--- config.mk ---
export PLATFORM = sky130hd
export DESIGN_NAME = pwm_deadtime
export DESIGN_NICKNAME = d
export VERILOG_FILES = /design/src/rtl/pwm_deadtime_pkg.sv /design/src/rtl/pwm_deadtime_dt_counter.sv /design/src/rtl/pwm_deadtime.sv
export SDC_FILE = /design/constraint.sdc
export NUM_CORES = 1
export LEC_CHECK = 0
export ABC_AREA = 1
export ABC_CLOCK_PERIOD_IN_PS = 3600
export BUFFER_PORTS_ARGS = -buffer_cell sky130_fd_sc_hd__buf_2
export CELL_PAD_IN_SITES_DETAIL_PLACEMENT = 1
export CELL_PAD_IN_SITES_GLOBAL_PLACEMENT = 2
export CORE_ASPECT_RATIO = 1.2
export CORE_MARGIN = 5
export CORE_UTILIZATION = 33
export CTS_BUF_LIST = sky130_fd_sc_hd__clkbuf_8
export DETAILED_ROUTE_END_ITERATION = 7
export PLACE_DENSITY = 0.83
export SLEW_MARGIN = 0
export SYNTH_ARGS = -nofsm -noshare
export SYNTH_HDL_FRONTEND = slang
export SYNTH_SLANG_ARGS = --single-unit
--- constraint.sdc ---
create_clock -name clk -period 3.6 [get_ports clk]
set_input_delay 0.54 -clock clk [delete_from_list [all_inputs] [get_ports clk]]
set_output_delay 0.54 -clock clk [all_outputs]
set_load 0.05 [all_outputs]
--- src/rtl/pwm_deadtime_pkg.sv ---
// Shared definitions for the half-bridge dead-time stage: state encoding and
// default dead-time counter width, reusable by a future bridge controller.
package pwm_deadtime_pkg;

  localparam int DT_WIDTH_DEFAULT = 4;

  // One-hot so every state decode is a single flop bit.
  typedef enum logic [4:0] {
    S_IDLE  = 5'b00001,
    S_DT    = 5'b00010,
    S_LS_ON = 5'b00100,
    S_HS_ON = 5'b01000,
    S_FAULT = 5'b10000
  } dt_state_t;

endpackage

--- src/rtl/pwm_deadtime_dt_counter.sv ---
// Dead-time down-counter: loads max(load_val,1)-1, decrements on request and
// flags zero, so a loaded value of 0 still yields one dead-time cycle.
module pwm_dt_counter #(
  parameter int DT_WIDTH = 4
) (
  input  logic                clk,
  input  logic                rst,
  input  logic                load,
  input  logic                dec,
  input  logic [DT_WIDTH-1:0] load_val,
  output logic                zero
);

  logic [DT_WIDTH-1:0] cnt;

  // NOTE: sequential state uses non-blocking assignments so every flop samples
  // pre-edge values regardless of process ordering.
  always_ff @(posedge clk) begin
    if (rst) begin
      cnt <= '0;
    end else if (load) begin
      cnt <= (load_val == '0) ? '0 : load_val - 1'b1;
    end else if (dec && (cnt != '0)) begin
      cnt <= cnt - 1'b1;
    end
  end

  assign zero = (cnt == '0);

endmodule

--- src/rtl/pwm_deadtime.sv ---
// Dead-time insertion stage: turns the single-ended PWM drive into
// complementary, never-overlapping high/low gate drives with a trip latch.
module pwm_deadtime
  import pwm_deadtime_pkg::*;
#(
  parameter int DT_WIDTH = DT_WIDTH_DEFAULT
) (
  input  logic                clk,
  input  logic                rst,
  input  logic                en,
  input  logic                pwm_in,
  input  logic [DT_WIDTH-1:0] dead_time,
  input  logic                trip,
  output logic                hs_out,
  output logic                ls_out,
  output logic                dt_active,
  output logic                fault
);

  dt_state_t state, next;
  logic      pwm_q;
  logic      cnt_load, cnt_dec, cnt_zero;

  // The generator output is decoded combinationally and may glitch, so only
  // this registered copy ever reaches the FSM.
  always_ff @(posedge clk) begin
    if (rst) begin
      pwm_q     <= 1'b0;
      state     <= S_IDLE;
      hs_out    <= 1'b0;
      ls_out    <= 1'b0;
      dt_active <= 1'b0;
      fault     <= 1'b0;
    end else begin
      pwm_q     <= pwm_in;
      state     <= next;
      hs_out    <= (next == S_HS_ON);
      ls_out    <= (next == S_LS_ON);
      dt_active <= (next == S_DT);
      fault     <= (next == S_FAULT);
    end
  end

  // NOTE: next is defaulted before any branch so no path leaves it unassigned,
  // which would otherwise infer a latch.
  always_comb begin
    next = state;
    if (trip) begin
      next = S_FAULT;
    end else if (state == S_FAULT) begin
      next = en ? S_FAULT : S_IDLE;
    end else if (!en) begin
      next = S_IDLE;
    end else begin
      case (state)
        S_IDLE:  next = S_DT;
        S_LS_ON: next = pwm_q ? S_DT : S_LS_ON;
        S_HS_ON: next = pwm_q ? S_HS_ON : S_DT;
        S_DT:    if (cnt_zero) next = pwm_q ? S_HS_ON : S_LS_ON;
        default: next = S_IDLE;
      endcase
    end
  end

  // dead_time is captured only on entry, so mid-gap changes wait for the next edge.
  assign cnt_load = (next == S_DT) && (state != S_DT);
  assign cnt_dec  = (next == S_DT) && (state == S_DT);

  pwm_dt_counter #(
    .DT_WIDTH(DT_WIDTH)
  ) u_dt_counter (
    .clk      (clk),
    .rst      (rst),
    .load     (cnt_load),
    .dec      (cnt_dec),
    .load_val (dead_time),
    .zero     (cnt_zero)
  );

endmodule

; ---- Word level (Yosys, flattened, before mapping)
; Cells that the tools add are included.
[word_totals]
register_bits = 14
latchBits = 0
mem_bits_rw = 0
rom_bits = 0
out_inout_bits = 4
wordCells = 38
mem_count = 0
[classes]
add_sub_neg = 2
mul = 0
n_div = 0
n_lt_le_gt_ge = 0
eq_ne = 10
shift = 0
mux = 12
n_bitwise = 0
n_reduce_logical = 7
[op_table]
columns = cell, count
row1 = $mux W5, 5
row2 = $mux W4, 5
row3 = $pmux W5 S4, 1
row4 = $eq A5 B2 Y1 const B, 2
row5 = $eq A5 B3 Y1 const B, 2
row6 = $eq A5 B4 Y1 const B, 2
row7 = $eq A5 B5 Y1 const B, 2
row8 = $logic_not A4 Y1, 2
row9 = $sub A4 B1 Y4 const B, 2
row10 = $eq A5 B1 Y1 const B, 1
row11 = $ne A5 B2 Y1 const B, 1
row12 = $reduce_bool A4 Y1, 1
row13 = $logic_and A1 B1 Y1, 3
row14 = $mux W3, 1
row15 = $reduce_bool A2 Y1, 1

; ---- Longest topological paths before layout
[depth]
depth_word = 11
mapped_depth = 11
depth_no_buf = 11

; ---- By module
; From an unflattened synthesis, not the netlist that was laid out.
[hier_totals]
hier_cells = 120
hier_area_um2 = 799.5
[by_module_without_submodules]
columns = module, n_inst, cells_per_inst, area_each_um2, seq_area_each_um2
row1 = pwm_deadtime, 1, 69, 476.7, 200.2
row2 = pwm_dt_counter, 1, 51, 322.8, 80.1

; ---- Least setup slack after synthesis
; No wires, ideal clock.
[synth_path]
path_kind = reg2reg
startpoint = register u_dt_counter.cnt[0]
endpoint = register u_dt_counter.cnt[3]
arrival_time_ps = 1223
path_slack_ps = 2247
path_stages_with_launch = 12
path_buffers = 0
period_less_slack_ps = 1353
path_cell_list = dfxtp_1 inv_1 ha_1 nand2_1 nor2_1 nor2_1 nor2_1 nand2_2 nand2_4 nor2_2 nand2_1 a21oi_2
[synth_via]
elab_chain_cells = 10
[synth_rtl]
columns = item, line
row1 = start: declaration, pwm_deadtime_dt_counter.sv:14  ; logic [DT_WIDTH-1:0] cnt;
row2 = start signal: assignment, pwm_deadtime_dt_counter.sv:22  ; cnt <= (load_val == '0) ? '0 : load_val - 1'b1;
row3 = start signal: assignment, pwm_deadtime_dt_counter.sv:24  ; cnt <= cnt - 1'b1;
row4 = $logic_not A4 Y1, pwm_deadtime_dt_counter.sv:28  ; assign zero = (cnt == '0);
row5 = $mux W5, pwm_deadtime.sv:59  ; S_DT: if (cnt_zero) next = pwm_q ? S_HS_ON : S_LS_ON;
row6 = $pmux W5 S4, pwm_deadtime.sv:55  ; case (state)
row7 = $mux W5, pwm_deadtime.sv:52  ; end else if (!en) begin
row8 = $mux W5, pwm_deadtime.sv:50  ; end else if (state == S_FAULT) begin
row9 = $mux W5, pwm_deadtime.sv:48  ; if (trip) begin
row10 = $eq A5 B2 Y1, "pwm_deadtime.sv:66, pwm_deadtime.sv:67"
row11 = $logic_and A1 B1 Y1, pwm_deadtime.sv:67  ; assign cnt_dec = (next == S_DT) && (state == S_DT);
row12 = $logic_and A1 B1 Y1, pwm_deadtime_dt_counter.sv:23  ; end else if (dec && (cnt != '0)) begin
row13 = $reduce_bool A2 Y1 (no source line), --
; Parallel ways exist; a longest one is shown, timed or not. The select of a mux whose other input is x is not followed.
; A chain may end at the register's enable or synchronous reset.

; ---- Worst setup path in the final report
; Same ends and word-level chain as after synthesis.

==> results.toml <==
[run_status]
run_status = "completed"

[drt]
initialDrtViolationCount = 3
vias_per_cell = 4.62
route.antenna.remaining_nets = 0
routed-via-count = 735
drt_pass_1_iters = 2
wirelength_mm = 1.85
routedWlPerCell_um = 11.7
drc_errors = 0

[run]
timing.max_cap.violations = 0

[clock_tree]
cts_made_buffers = 3
clock_tree_from_tritoncts = "done"
post_cts.repair.setup_buffers = 0
number_of_hold_buffers_added_after_cts = 0
clk_pin_slew_ns = 0.06
h-tree-depth = 1
ctsResizeCount = 0
clock_sink_count = 14
clockRootBuffer = "sky130_fd_sc_hd__clkbuf_8"
insertion_delay_ns = 0.24
clockBufferDepth = 2

[worst_setup_path]
timing.rr.end = "u_dt_counter.cnt[3]"
setup.worst_path.start_class = "register"
regToRegStartpoint = "u_dt_counter.cnt[0]"
worstSetupEndpointType = "register"
worst_setup_path_startpoint = "u_dt_counter.cnt[0]"
r2r.worst_path.cells = 10
critical_path_required_ns = 3.78
crit_arrival_ns = 1.71
reg2reg_setup_slack_ns = 2.07
timing.setup.critical_path_class = "reg -> reg"
critical_path.max_fanout = 8

[pwr]
pwr-share-seq_pct = 46.9
ir_worst_vdd_mv = 0.212
power.switching_w = 0.0000963
p_clk_share_pct = 37.0
power.static_leakage_nw = 0.479
power.density_nw_per_um2 = 383
intPower_w = 0.000253
netSwitchingFraction_pct = 27.6
power.combinational.fraction_pct = 16.1

[floorplanning]
fp.dieH_um = 63.1
die_area_um2 = 3420
core_um2 = 2280
die_x_um = 54.3
initial_utilization_pct = 34.0
io-pin-count = 13
std_cell_rows = 19

[placed_design]
detailed_place_hpwl_mm = 1.51
port_buffers = 12
post-place-cells = 156
gp_congestion = 0.737
placed_cell_area_um2 = 871

[synthesis]
synthesis.area_per_instance_um2 = 6.80
synth-seq-area-share_pct = 36.1
synthCells = 114
post_synth_instance_area_um2 = 776
netlist.area_leader.share_pct = 36.1
leading_cell_types_by_total_area_after_synthesis = "sky130_fd_sc_hd__dfxtp_1, sky130_fd_sc_hd__nand2_1, sky130_fd_sc_hd__nor2_1"
netlist.top_cell.by_area = "sky130_fd_sc_hd__dfxtp_1"
synth.yosys.warnings = 0
synth_nets = 124
synth.ff_latch_count = 14
yosys.cell_types.count = 24

[min_path]
holdPathEnd = "u_dt_counter.cnt[0]"
hold_path_depth = 2
hold_class = "reg -> reg"
timing.hold.worst.start = "u_dt_counter.cnt[0]"

[cells_and_area]
area_delta_synth_final_pct = 17.6
finish.cell_count_without_fillers = 159
layout.cells.most_common = "sky130_fd_sc_hd__nand2_1"
antenna_cells = 0
finalNetCount = 140
fin_area_um2 = 912
final_cell_mix = "sky130_fd_sc_hd__nand2_1, sky130_fd_sc_hd__nor2_1, sky130_fd_sc_hd__inv_1"
drive_gt1_share_pct = 21.9

[sta]
maxSlewHeadroom_pct = 77.8
period_utilization_post_route_pct = 42.6
maxClockFrequency_ghz = 0.653
hold-worst-slack_ns = 0.497
drv_slew = 0
finalSetupViolCount = 0
timing.setup.tns_ns = 0
rsz_0062_raised_after_global_routing = "false"
timing_worst_slew_pin_value_ns = 0.331
min_period_ns = 1.53
final_clock_skew_ns = 0.00733
report.final.hold_viol_count = 0

[global_route]
grt_overflow_total = 0
grt_pass1_vias = 782
global_route_wire_length_before_repair_mm = 3.20
antenna_found_initial = 0
grt_max_degree = 12
grt_usage_pct = 12.5
[worst max-delay path, cell delays in order (launching register included)]
cell and delay, ns:
sky130_fd_sc_hd__dfxtp_1 0.31, sky130_fd_sc_hd__inv_1 0.09, sky130_fd_sc_hd__ha_1 0.20, sky130_fd_sc_hd__nand2_1 0.08, sky130_fd_sc_hd__nor2_1 0.13, sky130_fd_sc_hd__nor2_1 0.06
sky130_fd_sc_hd__nor2_1 0.11, sky130_fd_sc_hd__nand2_2 0.12, sky130_fd_sc_hd__nand2_4 0.15, sky130_fd_sc_hd__nand2_1 0.08, sky130_fd_sc_hd__a21oi_2 0.15
[metal layers]
layer / GRT usage [%] / routed length, um
met5: 0 / 0
met2: 22.6 / 1060
met3: 2.83 / 45
met4: 3.74 / 23
met1: 13.6 / 724
[flip-flops by register name, indices dropped and copies added (netlist names)]
signal / cells
state: 5
u_dt_counter.cnt: 4
dt_active: 1
fault: 1
hs_out: 1
ls_out: 1
pwm_q: 1
[layout make-up]
cell class | count | area [um2]
inverters | 20 | 75.1
fillers | 313 | 1370
flip-flops and latches | 14 | 280
well taps | 31 | 38.8
clock buffers | 3 | 41.3
multi-input cells | 79 | 417
repair buffers | 12 | 60.1
[power groups by stage]
stage          sequential, W  clock, W  combinational (W)
3_3_place_gp        0.000167         0          0.0000552
6_report            0.000164  0.000129          0.0000564
3_5_place_dp        0.000167         0          0.0000572
2_1_floorplan       0.000170         0          0.0000387
5_1_grt             0.000164  0.000139          0.0000641
4_1_cts             0.000164  0.000130          0.0000576
[cells in the mapped netlist, drive strengths merged]
library cell and instances:
xor2 2, a21oi 6, ha 1, o21ai 2
nand4 1, nand3 10, dfxtp 14, nor3 2
o211ai 2, nor2 26, o21bai 1, clkbuf 1
clkinv 1, or2 1, nand2 25, inv 19
[cells by family after synthesis]
| kind of cell | Yosys count | synth area share [%] |
|---|---|---|
| buffers and inverters | 21 | 10.2 |
| AND/OR/NAND/NOR | 65 | 41.3 |
| flip-flops | 14 | 36.1 |
| AO/OA/AOI/OAI | 11 | 8.55 |
| XOR/XNOR | 2 | 2.26 |
| adder cells (fa/ha/maj) | 1 | 1.61 |
[how the worst max path moves through the flow]
stage / end / slack, ns / depth (start not counted)
2_1_floorplan: u_dt_counter.cnt[3] / 2.25 / 11
5_1_grt: u_dt_counter.cnt[2] / 1.88 / 11
3_5_place_dp: u_dt_counter.cnt[3] / 2.03 / 9
6_report: u_dt_counter.cnt[3] / 2.07 / 10
4_1_cts: u_dt_counter.cnt[3] / 2.04 / 10
3_3_place_gp: u_dt_counter.cnt[1] / 2.09 / 8
[metrics by stage]
step / setup WS [ns] / power [W] / util [%]
final: 2.07 / 0.000349 / 40.0
after global routing: 1.88 / 0.000367 / 40.0
after CTS: 2.04 / 0.000351 / 40.0
after detailed placement: 2.03 / 0.000224 / 38.2
after global placement: 2.09 / 0.000222 / 38.2
after floorplan: 2.25 / 0.000209 / -
Power figures use the tool's default switching activity.
